[src/rtl/led_fade_driver_if.sv]
// Pattern-in / PWM-out bundle between the run-light rotator, the fade driver and the LED pins.
interface led_fade_driver_if;
   logic [3:0] led_in;
   logic [3:0] led_out;
   logic       pwm_sync;

   modport master (output led_in, input led_out, input pwm_sync);
   modport slave  (input led_in, output led_out, output pwm_sync);
endinterface

[src/rtl/led_fade_driver.sv]
// PWM LED driver with per-channel fade-out ("comet trail") behind the 4-LED run-light.
// Brightness is latched into shadow registers at each PWM period boundary so a period never glitches.
module led_fade_driver #(
   parameter int unsigned PWM_BITS   = 8,
   parameter int unsigned DECAY_DIV  = 32'd50_000,
   parameter int unsigned DECAY_STEP = 16,
   parameter bit          ACTIVE_LOW = 1'b1
) (
   input  logic             clk,
   input  logic             reset,
   led_fade_driver_if.slave bus
);

   localparam logic [PWM_BITS-1:0] MAX      = {PWM_BITS{1'b1}};
   localparam logic [PWM_BITS-1:0] PWM_LAST = MAX - PWM_BITS'(1);
   localparam logic [31:0]         DIV_LAST = 32'(DECAY_DIV - 1);
   localparam logic [3:0]          ALL_OFF  = {4{ACTIVE_LOW}};

   // Saturating subtract; a step at or above MAX empties the channel in one tick.
   function automatic logic [PWM_BITS-1:0] sat_decay(input logic [PWM_BITS-1:0] lvl);
      logic [31:0] lvl32;
      lvl32 = 32'(lvl);
      if (lvl32 > DECAY_STEP) sat_decay = PWM_BITS'(lvl32 - DECAY_STEP);
      else                    sat_decay = '0;
   endfunction

   logic [3:0]          led_in_q,    led_in_d;
   logic [PWM_BITS-1:0] pwm_cnt_q,   pwm_cnt_d;
   logic [31:0]         decay_cnt_q, decay_cnt_d;
   logic [PWM_BITS-1:0] level_q [4];
   logic [PWM_BITS-1:0] level_d [4];
   logic [PWM_BITS-1:0] shadow_q [4];
   logic [PWM_BITS-1:0] shadow_d [4];
   logic [3:0]          led_out_q,   led_out_d;
   logic                pwm_sync_q,  pwm_sync_d;
   logic [3:0]          on;
   logic                decay_tick;
   logic                period_end;

   always_comb begin
      led_in_d    = bus.led_in;
      on          = led_in_q ^ ALL_OFF;
      period_end  = (pwm_cnt_q == PWM_LAST);
      pwm_cnt_d   = period_end ? '0 : pwm_cnt_q + PWM_BITS'(1);
      decay_tick  = (decay_cnt_q == DIV_LAST);
      decay_cnt_d = decay_tick ? '0 : decay_cnt_q + 32'd1;
      pwm_sync_d  = (pwm_cnt_q == '0);
      for (int i = 0; i < 4; i++) begin
         // A lit channel takes priority over a coincident decay tick.
         level_d[i] = level_q[i];
         if (on[i])           level_d[i] = MAX;
         else if (decay_tick) level_d[i] = sat_decay(level_q[i]);
         shadow_d[i]  = period_end ? level_q[i] : shadow_q[i];
         led_out_d[i] = (pwm_cnt_q < shadow_q[i]) ^ ACTIVE_LOW;
      end
   end

   always_ff @(posedge clk) begin
      if (reset) begin
         led_in_q    <= ALL_OFF;
         pwm_cnt_q   <= '0;
         decay_cnt_q <= '0;
         led_out_q   <= ALL_OFF;
         pwm_sync_q  <= 1'b0;
         for (int i = 0; i < 4; i++) begin
            level_q[i]  <= '0;
            shadow_q[i] <= '0;
         end
      end else begin
         led_in_q    <= led_in_d;
         pwm_cnt_q   <= pwm_cnt_d;
         decay_cnt_q <= decay_cnt_d;
         led_out_q   <= led_out_d;
         pwm_sync_q  <= pwm_sync_d;
         for (int i = 0; i < 4; i++) begin
            level_q[i]  <= level_d[i];
            shadow_q[i] <= shadow_d[i];
         end
      end
   end

   assign bus.led_out  = led_out_q;
   assign bus.pwm_sync = pwm_sync_q;

endmodule
[src/flat_wrapper.sv]
// flat-port wrapper written by rule: the top's interface ports become plain ports
module led_fade_driver_flat 
#(
   parameter int unsigned PWM_BITS   = 8,
   parameter int unsigned DECAY_DIV  = 32'd50_000,
   parameter int unsigned DECAY_STEP = 16,
   parameter bit          ACTIVE_LOW = 1'b1
)
  (clk, reset, bus_led_in, bus_led_out, bus_pwm_sync);
  led_fade_driver_if bus_i ();
  input  logic clk;
  input  logic reset;
  input wire logic [$bits(bus_i.led_in)-1:0] bus_led_in;
  output wire logic [$bits(bus_i.led_out)-1:0] bus_led_out;
  output wire logic [$bits(bus_i.pwm_sync)-1:0] bus_pwm_sync;
  assign bus_i.led_in = bus_led_in;
  assign bus_led_out = bus_i.led_out;
  assign bus_pwm_sync = bus_i.pwm_sync;
  led_fade_driver #(.PWM_BITS(PWM_BITS), .DECAY_DIV(DECAY_DIV), .DECAY_STEP(DECAY_STEP), .ACTIVE_LOW(ACTIVE_LOW)) u_core (.clk(clk), .reset(reset), .bus(bus_i));
endmodule
[config.mk]
export PLATFORM = sky130hd
export DESIGN_NAME = led_fade_driver_flat
export DESIGN_NICKNAME = d
export VERILOG_FILES = /design/src/rtl/led_fade_driver_if.sv /design/src/rtl/led_fade_driver.sv /design/src/flat_wrapper.sv
export SDC_FILE = /design/constraint.sdc
export NUM_CORES = 1
export LEC_CHECK = 0
export CORE_MARGIN = 2
export CORE_UTILIZATION = 35
export DETAILED_ROUTE_END_ITERATION = 8
export MAX_ROUTING_LAYER = met4
export PLACE_DENSITY = 0.62
export SYNTH_ARGS = -nofsm -noshare
export SYNTH_HDL_FRONTEND = slang
export SYNTH_SLANG_ARGS = --single-unit
[constraint.sdc]
create_clock -name clk -period 1.7 [get_ports clk]
set_clock_uncertainty 0.1 [all_clocks]
set_input_delay 0.425 -clock clk [delete_from_list [all_inputs] [get_ports clk]]
set_output_delay 0.425 -clock clk [all_outputs]
set_load 0.01 [all_outputs]
Yosys cells after proc, flatten, opt, wreduce, memory -nomap -nowiden:

Memory sizes are Yosys's and may differ from the RTL's.
Index checks and enable logic that the tools add are counted.

* add/sub/neg operators: 6
* multipliers: 0
* div/mod/pow operators: 0
* order comparisons: 8
* eq/ne operators: 2
* shift-type cells: 0
* muxes and demuxes: 27
* bitwise gates (word level): 13
* reduce and logical (&&, ||, !) cells: 3

Operators by type and width (count)
* 8-bit two-way mux: 24
* 32-bit by 1-bit adder with 32-bit output (second input constant): 1
* 32-bit by 16-bit equality test with 1-bit output (second input constant): 1
* 8-bit by 5-bit > comparator with 1-bit output (second input constant): 4
* 8-bit less-than comparator: 4
* 8-bit by 5-bit subtractor with 8-bit output (second input constant): 4
* 8-bit by 1-bit adder with 8-bit output (second input constant): 1
* 8-bit equality test (second input constant): 1
* 8-bit logical NOT: 1
* 1-bit OR: 8
* 1-bit inverter: 4
* 4-bit inverter: 1
* 2-bit OR reduction: 2
* 1-bit two-way mux: 3

* flip-flop bits (word level): 49
* bits in latches: 0
* RAM bits: 64
* memory bits (read-only): 0
* input port bits: 6
* output and inout port bits: 5
* memories: 2

Memories
* u_core.level_q: depth 4, width 8, rd ports 4, clocked after Yosys merged registers in 0, write ports 4, line led_fade_driver.sv:30 `logic [PWM_BITS-1:0] level_q [4];`
* u_core.shadow_q: depth 4, width 8, rd ports 4, clocked after Yosys merged registers in 0, write ports 4, line led_fade_driver.sv:32 `logic [PWM_BITS-1:0] shadow_q [4];`

Logic depth before layout (Yosys ltp):

Gate-level depths: netlist (run 1).

* word-level depth: 5
* depth in mapped cells: 8

Worst setup path before layout (run 1):

OpenSTA, ideal clock, no wires.

* path type: flip-flop to flip-flop
* start point: reg u_core.decay_cnt_q[0]
* end point: mem u_core.level_q[0][4]
* setup time: 74 ps
* arrival time: 1691 ps
* data required time: 1526 ps
* setup slack: -165 ps
* cell stages (with the launch flop): 8
* path buffers: 1
* period minus slack after synthesis: 1865 ps
* path through: dfxtp_1 > ha_1 > nand3_2 > nor3_4 > nand3_2 > buf_6 > or3_1 > a31oi_1

RTL lines
* start: declaration: line led_fade_driver.sv:29 `logic [31:0] decay_cnt_q, decay_cnt_d;`
* start signal: assignment: line led_fade_driver.sv:72 `decay_cnt_q <= decay_cnt_d;`
* end: declaration: line led_fade_driver.sv:30

==> flow_summary.yaml, run 1 <==
status:
  status: "finished, violations left"
  violations: "negative setup slack"
synthesis:
  syn_area_mm2: 0.00443
  synth.area.top_cells: "dfxtp_1, ha_1, nand2_1"
  synth_seq_cells: 89
  synth_top_cell_by_area: "dfxtp_1"
  synth_common_cells: "dfxtp_1, nand2_1, nor2_1"
  ys.flop_type: "dfxtp_1"
  avgSynthCellArea_um2: 8.60
  synth_top_area_share_pct: 40.2
  ys_warn_count: 0
  synthCells: 515
  synth_seq_area_share_pct: 40.2
  synth-edff-count: 0
  yosys.cell_types.count: 38
  synth.most_common_cell: "dfxtp_1"
  async_flop_share_pct: 0
  synth_nets: 561
routing:
  viasPerCell: 4.88
  num_vias: 3740
  dr_wl_met3_um: 298
  drt_iter0_markers: 187
  wl_um: 10400
  met2_length_um: 5340
  drt_pre_antenna_iters: 4
  ant_nets: 0
  wl_met1_um: 4610
  route.detailed.drc: 0
  wl_per_cell_um: 13.6
  maxUsedRoutingLayer: "met4"
global_routing:
  grt_start_max_net_pins: 21
  first_global_vias: 3818
  grt_pass1_wl_um: 17600
  grt_util_all_layers_pct: 16.9
  overflow: 0
  antenna_found_initial: 0
clock_network:
  clock_sink_count: 89
  ctsLongestPathBuffers: 2
  clk_latency_ns: 0.35
  cts_buffers: 9
  h-tree-depth: 3
  cts_root_buffer: "clkbuf_16"
  path_clk_slew_ns: 0.07
  tritoncts: "built"
  hold_buffers: 0
placed_design:
  placed_area_mm2: 0.00519
  port_buffers: 10
  dp_hpwl_um: 6910
  gp_congestion: 0.802
die:
  die_w_um: 116
  core-area_mm2: 0.0125
  start_util_pct: 35.5
  die_area_mm2: 0.0136
  die_h_um: 116
  ioPinCount: 11
  rows: 41
critical_path:
  cp_cell_sequence: "or3_4, nor3_4, nand3_2, buf_12, buf_12, or3_1, a31oi_1"
  crit_type: "reg2reg"
  cp-end-kind: "flip-flop"
  critPathSlowestCell: "or3_4"
  crit_top_cell: "buf_12"
  required_ns: 1.87
  crit_path_start_kind: "flip-flop"
  crit_family: "simple AND/OR/NAND/NOR gates"
  worstPathArrival_ns: 2.18
  critPathBufInv: 2
  crit_fanout: 4
  slowest_delay_ns: 0.39
timing:
  slew_headroom_pct: 72.7
  fin_crit_sh_pct: 118
  post-route-min-period_ns: 2.01
  tightest_slew_ns: 0.405
  setup_violations: 49
  fin_ws_ns: -0.310
  hold_violations: 0
  max_freq_mhz: 497
  whs_ns: 0.354
  slew_viol_final: 0
  rsz0062_at_grt: "true"
final_layout:
  final_nets: 636
  final_area_mm2: 0.00606
  area_growth_pct: 36.8
  fillers: 1179
  diodes: 0
  drive_above_1_share_pct: 27.4
power_and_ir_drop:
  pwr-share-comb_pct: 8.2
  switching_power_w: 0.00114
  p_sw_share_pct: 24.3
  internal_power_w: 0.00354
  ir_worst_vdd_v: 0.000443
  p_leak_nw: 2.30
  p_clk_share_pct: 44.4
  p_seq_share_pct: 47.4
  pwr_density_cell_mw_per_mm2: 771
worst_hold_path:
  hp-class: "reg2reg"
run:
  cap_violations: 0
-- final timing paths --
path                                             start                     to  slack, ns  cells past startpoint
worst max-delay path            u_core.decay_cnt_q[20]   u_core.level_q[3][4]      -0.31                      7
worst min-delay path             u_core.shadow_q[3][4]  u_core.shadow_q[3][4]       0.35                      2
worst max register to register  u_core.decay_cnt_q[20]   u_core.level_q[3][4]      -0.31                      7
worst min register to register   u_core.shadow_q[3][4]  u_core.shadow_q[3][4]       0.35                      2
-- sequential cells by signal (all words and copies together), names as in the netlist --
name	cells
u_core.bus.led_out	4
u_core.pwm_cnt_q	8
u_core.bus.pwm_sync	1
u_core.decay_cnt_q	32
u_core.level_q	20
u_core.led_in_q	4
u_core.shadow_q	20
-- logic make-up after synthesis --
| kind of cell | Yosys count | synth area share, % |
|---|---|---|
| compound gates | 74 | 10.5 |
| simple gates | 217 | 25.6 |
| xor+xnor | 36 | 7.12 |
| fa+ha+maj | 40 | 11.3 |
| buf+inv | 59 | 5.28 |
| flops | 89 | 40.2 |
-- worst reg2reg max path, cell delays in order, from the launching register on --
cell,delay [ns]
dfxtp_2,0.32
or3_4,0.39
nor3_4,0.22
nand3_2,0.13
buf_12,0.15
buf_12,0.11
or3_1,0.34
a31oi_1,0.18
-- layout by cell type (no fill, tap or decap), drive strengths merged --
| cell type | Yosys | final |
|---|---|---|
| and4b | 1 | 1 |
| nor2b | 4 | 4 |
| nor2 | 47 | 47 |
| and2 | 7 | 7 |
| and4 | 4 | 4 |
| o211ai | 4 | 4 |
| clkbuf | 15 | 11 |
| nand2 | 61 | 61 |
| clkdlybuf4s50 | 0 | 4 |
| inv | 39 | 40 |
| xnor2 | 12 | 12 |
| buf | 5 | 74 |
| a41oi | 1 | 1 |
| xor2 | 24 | 24 |
| or4b | 3 | 3 |
| nand4 | 21 | 21 |
| nor4 | 9 | 9 |
| nor3 | 7 | 7 |
| dfxtp | 89 | 89 |
| or3 | 9 | 9 |
| a311oi | 3 | 3 |
| clkinv | 0 | 4 |
| o31ai | 1 | 1 |
| a21o | 12 | 12 |
| ha | 40 | 40 |
| o21ai | 5 | 5 |
| nand3 | 17 | 17 |
| a211oi | 6 | 6 |
| nand4b | 4 | 4 |
| bufinv | 0 | 1 |
| and3 | 9 | 9 |
| or2 | 5 | 5 |
| a21oi | 26 | 26 |
| nand2b | 9 | 9 |
| a31oi | 16 | 16 |
| dlygate4sd2 | 0 | 5 |
-- stage by stage --
stage / instances / total power [W] / utilization, % / setup slack [ns] / setup TNS, ns
final: 767 / 0.00467 / 48.6 / -0.310 / -10.96
after detailed placement: 737 / 0.00259 / 41.6 / -0.317 / -10.93
after floorplan: 515 / 0.00245 / - / -0.123 / -1.74
after global placement: 737 / 0.00258 / 41.6 / -0.268 / -9.71
after CTS: 766 / 0.00470 / 47.2 / -0.293 / -9.88
after global routing: 767 / 0.00485 / 48.6 / -0.385 / -13.99
-- cell type report --
class / count / area [um2] / area share (%)
Clock buffer: 10 / 239 / 3.94
Tap cell: 172 / 215 / 3.55
Sequential cell: 89 / 1800 / 29.7
Clock inverter: 6 / 76.3 / 1.26
Multi-Input combinational cell: 367 / 2770 / 45.7
Timing Repair Buffer: 84 / 815 / 13.4
Inverter: 39 / 146 / 2.42
-- metal layers --
metal / vias up / GRT usage (%)
li1: 1921 / -
met1: 1741 / 19.0
met2: 58 / 29.7
met3: 20 / 3.89
met4: 0 / 5.56
met5: - / -
-- timing repair --
item	4_1_cts	5_1_grt
gates resized for setup	71	47
buffers inserted	11	2
setup endpoints to repair	56	52
cloned	2	1
pin swaps	29	30
-- power by group through the flow --
stage	sequential, W	clock (W)	combinational, W
global route	0.00222	0.00220	0.000427
global placement	0.00225	0	0.000325
floorplan	0.00225	0	0.000202
CTS	0.00221	0.00212	0.000371
detailed placement	0.00226	0	0.000336
finish	0.00221	0.00207	0.000384
No activity file was read; power rests on OpenSTA's default activity.
==> run 2, diff against run 1 <==
- CORE_MARGIN: 2 -> 5
- PLACE_DENSITY: 0.62 -> 0.6
- clock period: 1.7 -> 2.6 ns (I/O delays scaled with it)
==> flow_summary.yaml, run 2 (synthesized netlist as in run 1, its figures left out) <==
power_and_ir_drop:
  p_leak_nw: 1.86
  pwr_density_cell_mw_per_mm2: 599
  ir_worst_vdd_v: 0.000334
timing:
  max_freq_mhz: 447
  slew_headroom_pct: 58.0
  setup_violations: 0
  rsz0062_at_grt: "false"
  fin_crit_sh_pct: 86.1
  slew_viol_final: 0
  finalSetupTns_ns: 0
  hold_violations: 0
  post-route-min-period_ns: 2.24
  tightest_slew_ns: 0.625
critical_path:
  r2r_setup_slack_ns: 0.36
  required_ns: 2.76
  worstPathArrival_ns: 2.40
  cp-end-kind: "flip-flop"
  crit_fanout: 22
  r2r_start: "u_core.decay_cnt_q[0]"
  cp_cell_sequence: "ha_1, nand3_2, nor3_4, nand3_2, or3_1, a31oi_1"
  crit_top_cell: "nand3_2"
  crit_type: "reg2reg"
  critPathSlowestCell: "or3_1"
  slowest_delay_ns: 0.46
  r2r_cells: 6
  r2r-end: "u_core.level_q[3][4]"
  crit_path_start_kind: "flip-flop"
  critPathBufInv: 0
  crit_family: "simple AND/OR/NAND/NOR gates"
die:
  rows: 41
  die_area_mm2: 0.0150
  ioPinCount: 11
  die_h_um: 122
  die_w_um: 122
  start_util_pct: 35.4
  core-area_mm2: 0.0125
status:
  status: "finished, final reports clean"
final_layout:
  drive_above_1_share_pct: 5.71
  layout_commonest_cell: "dfxtp_1"
  largest_reg_flops: 32
  top_register: "u_core.decay_cnt_q"
  area_growth_pct: 12.9
  final_nets: 567
  final_cell_mix: "dfxtp_1, nand2_1, nor2_1"
  regArea_mm2: 0.00178
  largestRegisters: "u_core.decay_cnt_q x32, u_core.level_q x20, u_core.shadow_q x20"
  fillers: 1287
  multi_input_area_mm2: 0.00241
  diodes: 0
  final_cells: 697
clock_network:
  cts_root_buffer: "clkbuf_16"
  clk_latency_ns: 0.34
  path_clk_slew_ns: 0.06
  tritoncts: "built"
  h-tree-depth: 3
  clock_sink_count: 89
  hold_buffers: 0
  cts_setup_buffers: 0
  cts_resized: 0
  ctsLongestPathBuffers: 2
  cts_buffers: 9
placed_design:
  dp_hpwl_um: 6300
  port_buffers: 10
  gp_congestion: 0.822
  dp.cells: 682
routing:
  wl_um: 9040
  viasPerCell: 4.99
  route.detailed.drc: 0
  wl_per_cell_um: 13.0
  drt_pre_antenna_iters: 4
  drt_iter0_markers: 172
  num_vias: 3477
  ant_nets: 0
run:
  cap_violations: 0
global_routing:
  first_global_vias: 3338
  grt_pass1_wl_um: 15300
  grt_start_max_net_pins: 32
  antenna_found_initial: 0
  grt_util_all_layers_pct: 13.2
  overflow: 0
worst_hold_path:
  holdPathStages: 2
  min_from: "u_core.level_q[0][2]"
  hp-class: "reg2reg"
  hold_path_end: "u_core.shadow_q[0][3]"
[run 2: cell types whose count changed in the layout (fill, tap and decap cells not counted), sizes merged, moves of 2 or more]
cell / delta
buf: -68
clkdlybuf4s50: +5
clkinv: -2
dlygate4sd2: -5
[run 2: worst max path at each step]
stage	start	endpoint	slack [ns]	depth (start not counted)
floorplan	u_core.decay_cnt_q[0]	u_core.level_q[0][4]	0.73	7
global placement	u_core.decay_cnt_q[25]	u_core.decay_cnt_q[3]	0.40	6
detailed placement	u_core.decay_cnt_q[0]	u_core.decay_cnt_q[8]	0.34	7
CTS	u_core.decay_cnt_q[0]	u_core.decay_cnt_q[16]	0.32	7
global route	u_core.decay_cnt_q[0]	u_core.decay_cnt_q[14]	0.13	7
finish	u_core.decay_cnt_q[0]	u_core.level_q[3][4]	0.36	6
[run 2: routing by layer]
| metal | vias to the layer above | wire, um | track usage (%) |
|---|---|---|---|
| met3 | 7 | 230 | 3.50 |
| met5 | - | 0 | - |
| met4 | 0 | 78 | 3.50 |
| met1 | 1643 | 4300 | 15.2 |
| li1 | 1794 | - | - |
| met2 | 33 | 4440 | 22.6 |
[run 2: worst min-delay path, stage by stage, from the launching register on]
cell,delay [ns]
dfxtp_1,0.31
nand2_1,0.05
a21oi_1,0.05
[run 2: layout make-up]
cell class | instances | area share (%)
well taps | 172 | 4.31
clock buffers | 10 | 4.58
clock inverters | 5 | 1.63
flip-flops and latches | 89 | 35.6
repair buffers | 15 | 2.65
multi-input cells | 367 | 48.3
inverters | 39 | 2.93
[run 2: stage by stage]
step / cell area, um2 / hold WS [ns] / power [W] / util, % / setup WS, ns
global route: 5000 / 0.372 / 0.00313 / 39.9 / 0.128
CTS: 5000 / 0.359 / 0.00305 / 39.9 / 0.323
detailed placement: 4690 / 0.350 / 0.00167 / 37.5 / 0.341
global placement: 4690 / 0.344 / 0.00166 / 37.5 / 0.398
floorplan: 4430 / 0.330 / 0.00160 / - / 0.735
finish: 5000 / 0.353 / 0.00299 / 39.9 / 0.362
[run 2: report_power, final]
group	internal (W)	total [W]	switching, W
combinational	0.0000910	0.000181	0.0000900
sequential	0.00140	0.00145	0.0000490
clock	0.000837	0.00136	0.000523
total	0.00233	0.00299	0.000662
==> run 3, diff against run 2 <==
- CTS_CLUSTER_DIAMETER: not set -> 80
- GPL_ROUTABILITY_DRIVEN: not set -> 0
- clock period: 2.6 -> 2.9 ns (I/O delays scaled with it)
==> flow_summary.yaml, run 3 (synthesized netlist as in run 1, its figures left out) <==
status:
  status: "finished, final reports clean"
power_and_ir_drop:
  pwr-share-comb_pct: 6.0
  pwr_density_cell_mw_per_mm2: 544
  p_sw_share_pct: 23.1
  p_leak_nw: 1.86
  ir_worst_vdd_v: 0.000344
  p_clk_share_pct: 46.2
  p_seq_share_pct: 47.8
  switching_power_w: 0.000628
  internal_power_w: 0.00210
timing:
  max_freq_mhz: 437
  fin_crit_sh_pct: 79.0
  hold_violations: 0
  tightest_slew_ns: 0.655
  whs_ns: 0.356
  slew_headroom_pct: 56.0
  finalSetupTns_ns: 0
  slew_viol_final: 0
  rsz0062_at_grt: "false"
  setup_violations: 0
  post-route-min-period_ns: 2.29
critical_path:
  worstPathArrival_ns: 2.46
  slowest_delay_ns: 0.48
  startpoint: "u_core.decay_cnt_q[0]"
  required_ns: 3.07
  endpoint: "u_core.level_q[1][5]"
  crit_top_cell: "nand3_2"
  r2r_setup_slack_ns: 0.61
  r2r_start: "u_core.decay_cnt_q[0]"
  crit_family: "simple AND/OR/NAND/NOR gates"
  r2r-end: "u_core.level_q[1][5]"
  critPathSlowestCell: "or3_1"
  crit_type: "reg2reg"
  crit_path_start_kind: "flip-flop"
  cp_cell_sequence: "ha_1, nand3_2, nor3_4, nand3_2, or3_1, a31oi_1"
  crit_fanout: 22
  r2r_cells: 6
  critPathBufInv: 0
  cp_num_cells: 6
  cp-end-kind: "flip-flop"
routing:
  wl_um: 9190
  drt_iter0_markers: 198
  drt_pre_antenna_iters: 4
  met2_length_um: 4490
  num_vias: 3500
  wl_per_cell_um: 13.2
  viasPerCell: 5.01
  wl_met1_um: 4250
  route.detailed.drc: 0
  maxUsedRoutingLayer: "met4"
  dr_wl_met3_um: 294
  ant_nets: 0
final_layout:
  top_register: "u_core.decay_cnt_q"
  final_nets: 567
  drive_above_1_share_pct: 6.08
  final_cell_mix: "dfxtp_1, nand2_1, nor2_1"
  layout_commonest_cell: "dfxtp_1"
  largest_reg_flops: 32
  largestRegisters: "u_core.decay_cnt_q x32, u_core.level_q x20, u_core.shadow_q x20"
  diodes: 0
  area_growth_pct: 13.1
placed_design:
  dp_hpwl_um: 6330
  port_buffers: 10
clock_network:
  cts_root_buffer: "clkbuf_16"
  cts_buffers: 9
  clock_sink_count: 89
  ctsLongestPathBuffers: 2
  h-tree-depth: 3
  clk_latency_ns: 0.34
  hold_buffers: 0
  cts_resized: 0
  path_clk_slew_ns: 0.07
  cts_setup_buffers: 0
  tritoncts: "built"
global_routing:
  first_global_vias: 3389
  grt_start_max_net_pins: 32
  grt_util_all_layers_pct: 13.6
  antenna_found_initial: 0
  overflow: 0
  grt_pass1_wl_um: 15800
die:
  core-area_mm2: 0.0125
  die_area_mm2: 0.0150
  start_util_pct: 35.4
  ioPinCount: 11
  die_w_um: 122
  rows: 41
  die_h_um: 122
worst_hold_path:
  hp-class: "reg2reg"
run:
  cap_violations: 0
==> run 3: changes by cell type in the layout (fill, tap and decap cells not counted), sizes merged <==
cell,before,now
clkinvlp,1,2
clkbuf,10,9
inv,39,40
==> run 3: worst reg2reg max path, stage by stage (launching register included) <==
cell and delay [ns]:
dfxtp_1 0.38, ha_1 0.22, nand3_2 0.19, nor3_4 0.29
nand3_2 0.37, or3_1 0.48, a31oi_1 0.18
==> run 3: worst min path at each step <==
stage | from | slack [ns] | end | cells past startpoint
floorplan | u_core.decay_cnt_q[0] | 0.33 | u_core.decay_cnt_q[0] | 1
global placement | u_core.decay_cnt_q[0] | 0.34 | u_core.decay_cnt_q[0] | 1
detailed placement | u_core.shadow_q[0][4] | 0.35 | u_core.shadow_q[0][4] | 2
CTS | u_core.shadow_q[0][4] | 0.36 | u_core.shadow_q[0][4] | 2
global route | u_core.shadow_q[3][4] | 0.38 | u_core.shadow_q[3][4] | 2
finish | u_core.level_q[0][2] | 0.36 | u_core.shadow_q[0][3] | 2
==> run 3: area by class of cell <==
type | count | area, um2
fillers | 1271 | 7510
multi-input cells | 367 | 2410
flip-flops and latches | 89 | 1780
clock buffers | 9 | 225
well taps | 172 | 215
inverters | 39 | 146
repair buffers | 15 | 133
clock inverters | 7 | 93.8
==> run 3: per-stage QoR <==
stage,worst slack (ns),utilization (%),instances,area (um2),total power [W]
2_1_floorplan,1.03,-,515,4430,0.00143
3_3_place_gp,0.713,37.5,682,4690,0.00149
3_5_place_dp,0.648,37.5,682,4690,0.00150
4_1_cts,0.611,40.0,698,5010,0.00276
5_1_grt,0.413,40.0,698,5010,0.00284
6_report,0.609,40.0,698,5010,0.00272
==> run 3: power groups by stage <==
stage	registers (W)	logic (W)	clock network, W
after CTS	0.00130	0.000165	0.00129
after global placement	0.00133	0.000159	0
after detailed placement	0.00133	0.000165	0
after floorplan	0.00132	0.000115	0
after global routing	0.00131	0.000187	0.00134
final	0.00130	0.000162	0.00126
==> run 3: per-layer routing <==
metal | global-route usage, % | up-vias
met3 | 3.32 | 15
met4 | 5.11 | 0
met2 | 22.7 | 44
met1 | 15.9 | 1650
li1 | - | 1791
met5 | - | -
==> patch 1: new RTL, flow settings as in run 1 <==
`PWM_BITS` is set to 8 in 2 places; all go to 12.
--- a/src/rtl/led_fade_driver.sv
+++ b/src/rtl/led_fade_driver.sv
@@ -1,7 +1,7 @@
 // PWM LED driver with per-channel fade-out ("comet trail") behind the 4-LED run-light.
 // Brightness is latched into shadow registers at each PWM period boundary so a period never glitches.
 module led_fade_driver #(
-   parameter int unsigned PWM_BITS   = 8,
+   parameter int unsigned PWM_BITS   = 12,
    parameter int unsigned DECAY_DIV  = 32'd50_000,
    parameter int unsigned DECAY_STEP = 16,
    parameter bit          ACTIVE_LOW = 1'b1
--- a/src/flat_wrapper.sv
+++ b/src/flat_wrapper.sv
@@ -1,7 +1,7 @@
 // flat-port wrapper written by rule: the top's interface ports become plain ports
 module led_fade_driver_flat 
 #(
-   parameter int unsigned PWM_BITS   = 8,
+   parameter int unsigned PWM_BITS   = 12,
    parameter int unsigned DECAY_DIV  = 32'd50_000,
    parameter int unsigned DECAY_STEP = 16,
    parameter bit          ACTIVE_LOW = 1'b1
Function: no difference found for any inputs over 10 cycles, from zero or initial values and one cycle with reset high; that may be too few to reach the edited logic, so the function may still have changed.
==> patch 1 against run 1 <==
The flow still finishes with violations (setup timing). Core utilization increased by 1.9 points. Synthesized area increased by 47%. Clock power increased by 60%. Wire length increased by 72%. Maximum frequency decreased by 4.6%. Sequential power increased by 40%. Sequential cell count increased by 36. Final area increased by 51%. Total power increased by 54%. Global-route usage increased by 1.6 points. Setup slack got worse by 0.097 ns. Largest cell class unchanged.
==> patch 1: results <==
placement:
  placed_cell_area_sq_um: 7880
  dp_hpwl_mm: 11.5
  dp.cells: 1129
global_routing:
  grt_util_met3_pct: 4.38
  grt_pass1_wl_mm: 28.8
  grt_pass1_vias: 5945
  groute.usage.overall_pct: 18.5
  grt_util_met1_pct: 22.3
  met2_usage_pct: 30.5
worst_hold_path:
  min_to: "u_core.level_q[1][8]$_SDFFE_PP0P_"
  hp-start: "reset"
  hp-class: "in2reg"
synthesis:
  ys_ff_latch: 125
  syn_inst: 796
  ys_seq_area_share_pct: 38.3
  synth_fp_nets: 858
  synthDistinctLibCells: 49
setup_path:
  crit_path_max_fanout: 6
  crit_end: "u_core.level_q[2][10]$_SDFFE_PP0P_"
  cp_slowest_stage_delay_ns: 0.56
drt:
  dr.pass1.iters: 5
  route.met3.wl_um: 608
  wl_mm: 18.0
  drt_iter0_markers: 305
  wl_met2_mm: 8.80
cells_and_area:
  top_regs: "u_core.level_q (36), u_core.shadow_q (36), u_core.decay_cnt_q (32)"
  buf_share_pct: 15.6
  multi_input_area_share_pct: 45.3
  clkbuf_count: 25
  design_area_sq_um: 9170
  multi_input_cells: 574
  seq_area_share_pct: 27.7
  clock_area_share_pct: 5.81
  n_all_inverters: 62
cts:
  cts_resized: 39
  post-cts-setup-buffers: 5
power:
  internal_power_uw: 5400
  pwr_density_cell_nw_per_um2: 787
  comb_power_uw: 810
  clkPwrFrac_pct: 45.8
timing:
  setup_ws_ns: -0.407
  setup_viol: 68
status:
  violations: "setup timing"
  status: "finished with violations"
-- patch 1: cell types whose count changed in the layout (fill, tap and decap cells not counted), moves of 9 or more --
cell | before | now
a31oi_1 | 16 | 32
nand2_1 | 60 | 91
nor2_2 | 2 | 19
nor2_4 | 26 | 6
clkbuf_16 | 10 | 20
nand4_1 | 21 | 37
nor2_1 | 19 | 47
nor3_1 | 6 | 15
dfxtp_1 | 76 | 108
nor4_1 | 3 | 12
inv_1 | 39 | 60
a21oi_1 | 26 | 42
buf_4 | 54 | 116
o21ai_0 | 1 | 15
-- patch 1: cells by family after synthesis --
logic type                 after synthesis  synth area share [%]
AOI/OAI and AO/OA                      152                  14.6
xor gates and xnor gates                40                  5.36
adders and majority gates               56                  10.7
buffers and inverters                   97                  5.79
DFF                                    125                  38.3
and+or+nand+nor                        326                  25.2
==> patch 2: new RTL, settings of run 1 <==
Without the edit above. Make the reset (`reset`) asynchronous in one clocked block.
--- a/src/rtl/led_fade_driver.sv
+++ b/src/rtl/led_fade_driver.sv
@@ -55,7 +55,7 @@
       end
    end
 
-   always_ff @(posedge clk) begin
+   always_ff @(posedge clk or posedge reset) begin
       if (reset) begin
          led_in_q    <= ALL_OFF;
          pwm_cnt_q   <= '0;
Function: differs if reset is asserted again (counterexample within 4 cycles, from zero or initial values and one cycle with reset high); with reset held inactive, the same outputs for 10 cycles.
==> patch 2 against run 1 <==
The flow still finishes with violations (setup timing). Final area down 0.78%. Sequential cell count unchanged. Core utilization down 0.78 points. Setup slack lost 0.27 ns. Wire length decreased by 5.5%. Maximum frequency down 12%. Synthesized area up 1.3%. Critical endpoint is now u_core.level_q[15]$_DFFE_PP0P_. Largest cell class unchanged.
Power is not compared: it rests on default switching activity, and its combinational part moved more than twofold at a synthesized area within 25%.
==> patch 2: results <==
status:
  status: "finished with violations"
  violations: "setup timing"
synthesis:
  synthTopCellsByCount: "dfrtp_1, nand2_1, ha_1"
  synthDistinctLibCells: 38
  synth_fp_nets: 480
  synth_warnings: 0
  ys_seq_area_share_pct: 49.9
  synthTopCellsByArea: "dfrtp_1, ha_1, dfstp_2"
  synthArstFlopShare_pct: 100
global_routing:
  grt_pass1_wl_mm: 17.0
  antenna_found_initial: 0
  grt_pass1_vias: 3665
  groute.usage.overall_pct: 16.4
  grt_max_degree: 35
setup_path:
  crit_path_max_fanout: 6
  slowest_stage: "or4_4"
  cp_slowest_stage_delay_ns: 0.59
  critical_path.top_delay_family: "simple AND/OR/NAND/NOR gates"
  worstPathArrival_ns: 2.39
placement:
  pre_cts_ws_ns: -0.627
  numPortBuffers: 10
  gp_congestion: 0.806
  dp_hpwl_mm: 6.49
cts:
  htreeDepth: 3
  cts_buffer_depth: 2
  clk_pin_slew_ns: 0.07
  numCtsBuffers: 9
  cts_root_buf: "clkbuf_16"
  clk_latency_ns: 0.35
cells_and_area:
  drive_gt1_share_pct: 28.3
  fin_nets: 564
  top_regs: "u_core.decay_cnt_q (32), u_core.level_q (20), u_core.shadow_q (20)"
  num_antenna_cells: 0
timing:
  worstMarginPinSlew_ns: 0.407
  setup_viol: 37
  setup_ws_ns: -0.579
worst_hold_path:
  hp-class: "in2async"
drt:
  routed-via-count: 3493
  dr.pass1.iters: 4
  routedWlPerCell_um: 14.2
  drt_iter0_markers: 152
power:
  ir_drop_mv: 0.452
[patch 2: cell count changes after synthesis, sizes merged, moves of 13 or more]
cell and delta:
dfrtp +81, a21oi -21, a31oi -16, nor2 -30
nand4 -14, nand2 -13, o21ai +25, dfxtp -89
[patch 2: final cells by class]
| class | instances | area (sq um) |
|---|---|---|
| timing repair buffer | 83 | 747 |
| clock inverter | 7 | 108 |
| clock buffer | 9 | 225 |
| inverter | 39 | 150 |
| fill | 1139 | 6560 |
| tap | 172 | 215 |
| multi-input combinational | 296 | 2320 |
| sequential | 89 | 2240 |
[patch 2: layer usage]
metal	GRT usage, %	share of wire [%]
met2	27.3	50
met1	19.4	45
met5	-	0
met3	4.53	3.0
met4	4.78	1.5
[patch 2: repair_timing]
| item | CTS | global route |
|---|---|---|
| resized for setup | 54 | 28 |
| hold buffers | 0 | 0 |
| gates cloned | 2 | 1 |
| setup endpoints to repair | 45 | 68 |
| pin swaps | 26 | 20 |
| setup buffers | 10 | 8 |
[patch 2: logic make-up after synthesis]
group | count (synthesis) | synth area share, %
flip-flops | 89 | 49.9
AO/OA/AOI/OAI | 69 | 10.2
adder cells (fa/ha/maj) | 40 | 11.2
XOR/XNOR | 35 | 6.84
AND/OR/NAND/NOR | 151 | 17.7
buffers and inverters | 50 | 4.21
[patch 2: final timing paths]
check,start,to,slack [ns],cells past startpoint
hold reg to reg,u_core.led_in_q[0]$_DFF_PP1_,u_core.level_q[26]$_DFFE_PP0P_,0.38,1
hold / removal,reset,u_core.decay_cnt_q[3]$_DFF_PP0_,0.24,2
setup / recovery,u_core.decay_cnt_q[24]$_DFF_PP0_,u_core.level_q[15]$_DFFE_PP0P_,-0.58,5
setup reg to reg,u_core.decay_cnt_q[24]$_DFF_PP0_,u_core.level_q[15]$_DFFE_PP0P_,-0.58,5
max in group asynchronous,reset,u_core.bus.led_out[0]$_DFF_PP1_,0.77,3
min in group clk,u_core.led_in_q[0]$_DFF_PP1_,u_core.level_q[26]$_DFFE_PP0P_,0.38,1
[patch 2: metrics by stage]
stage	utilization (%)	instance area [sq um]	setup TNS (ns)	power (uW)	std cells
final	47.8	6010	-11.28	4430	695
after global routing	47.8	6010	-13.94	4570	695
after CTS	46.6	5860	-10.67	4490	687
after detailed placement	42.0	5280	-11.68	2250	662
after global placement	42.0	5280	-10.34	2250	662
after floorplan	-	4530	-9.30	2200	434
[patch 2: power by group]
group	total [uW]	switching [uW]	internal (uW)
Sequential	2130	7.42	2130
Combinational	72.1	46.4	25.7
Clock	2230	906	1320
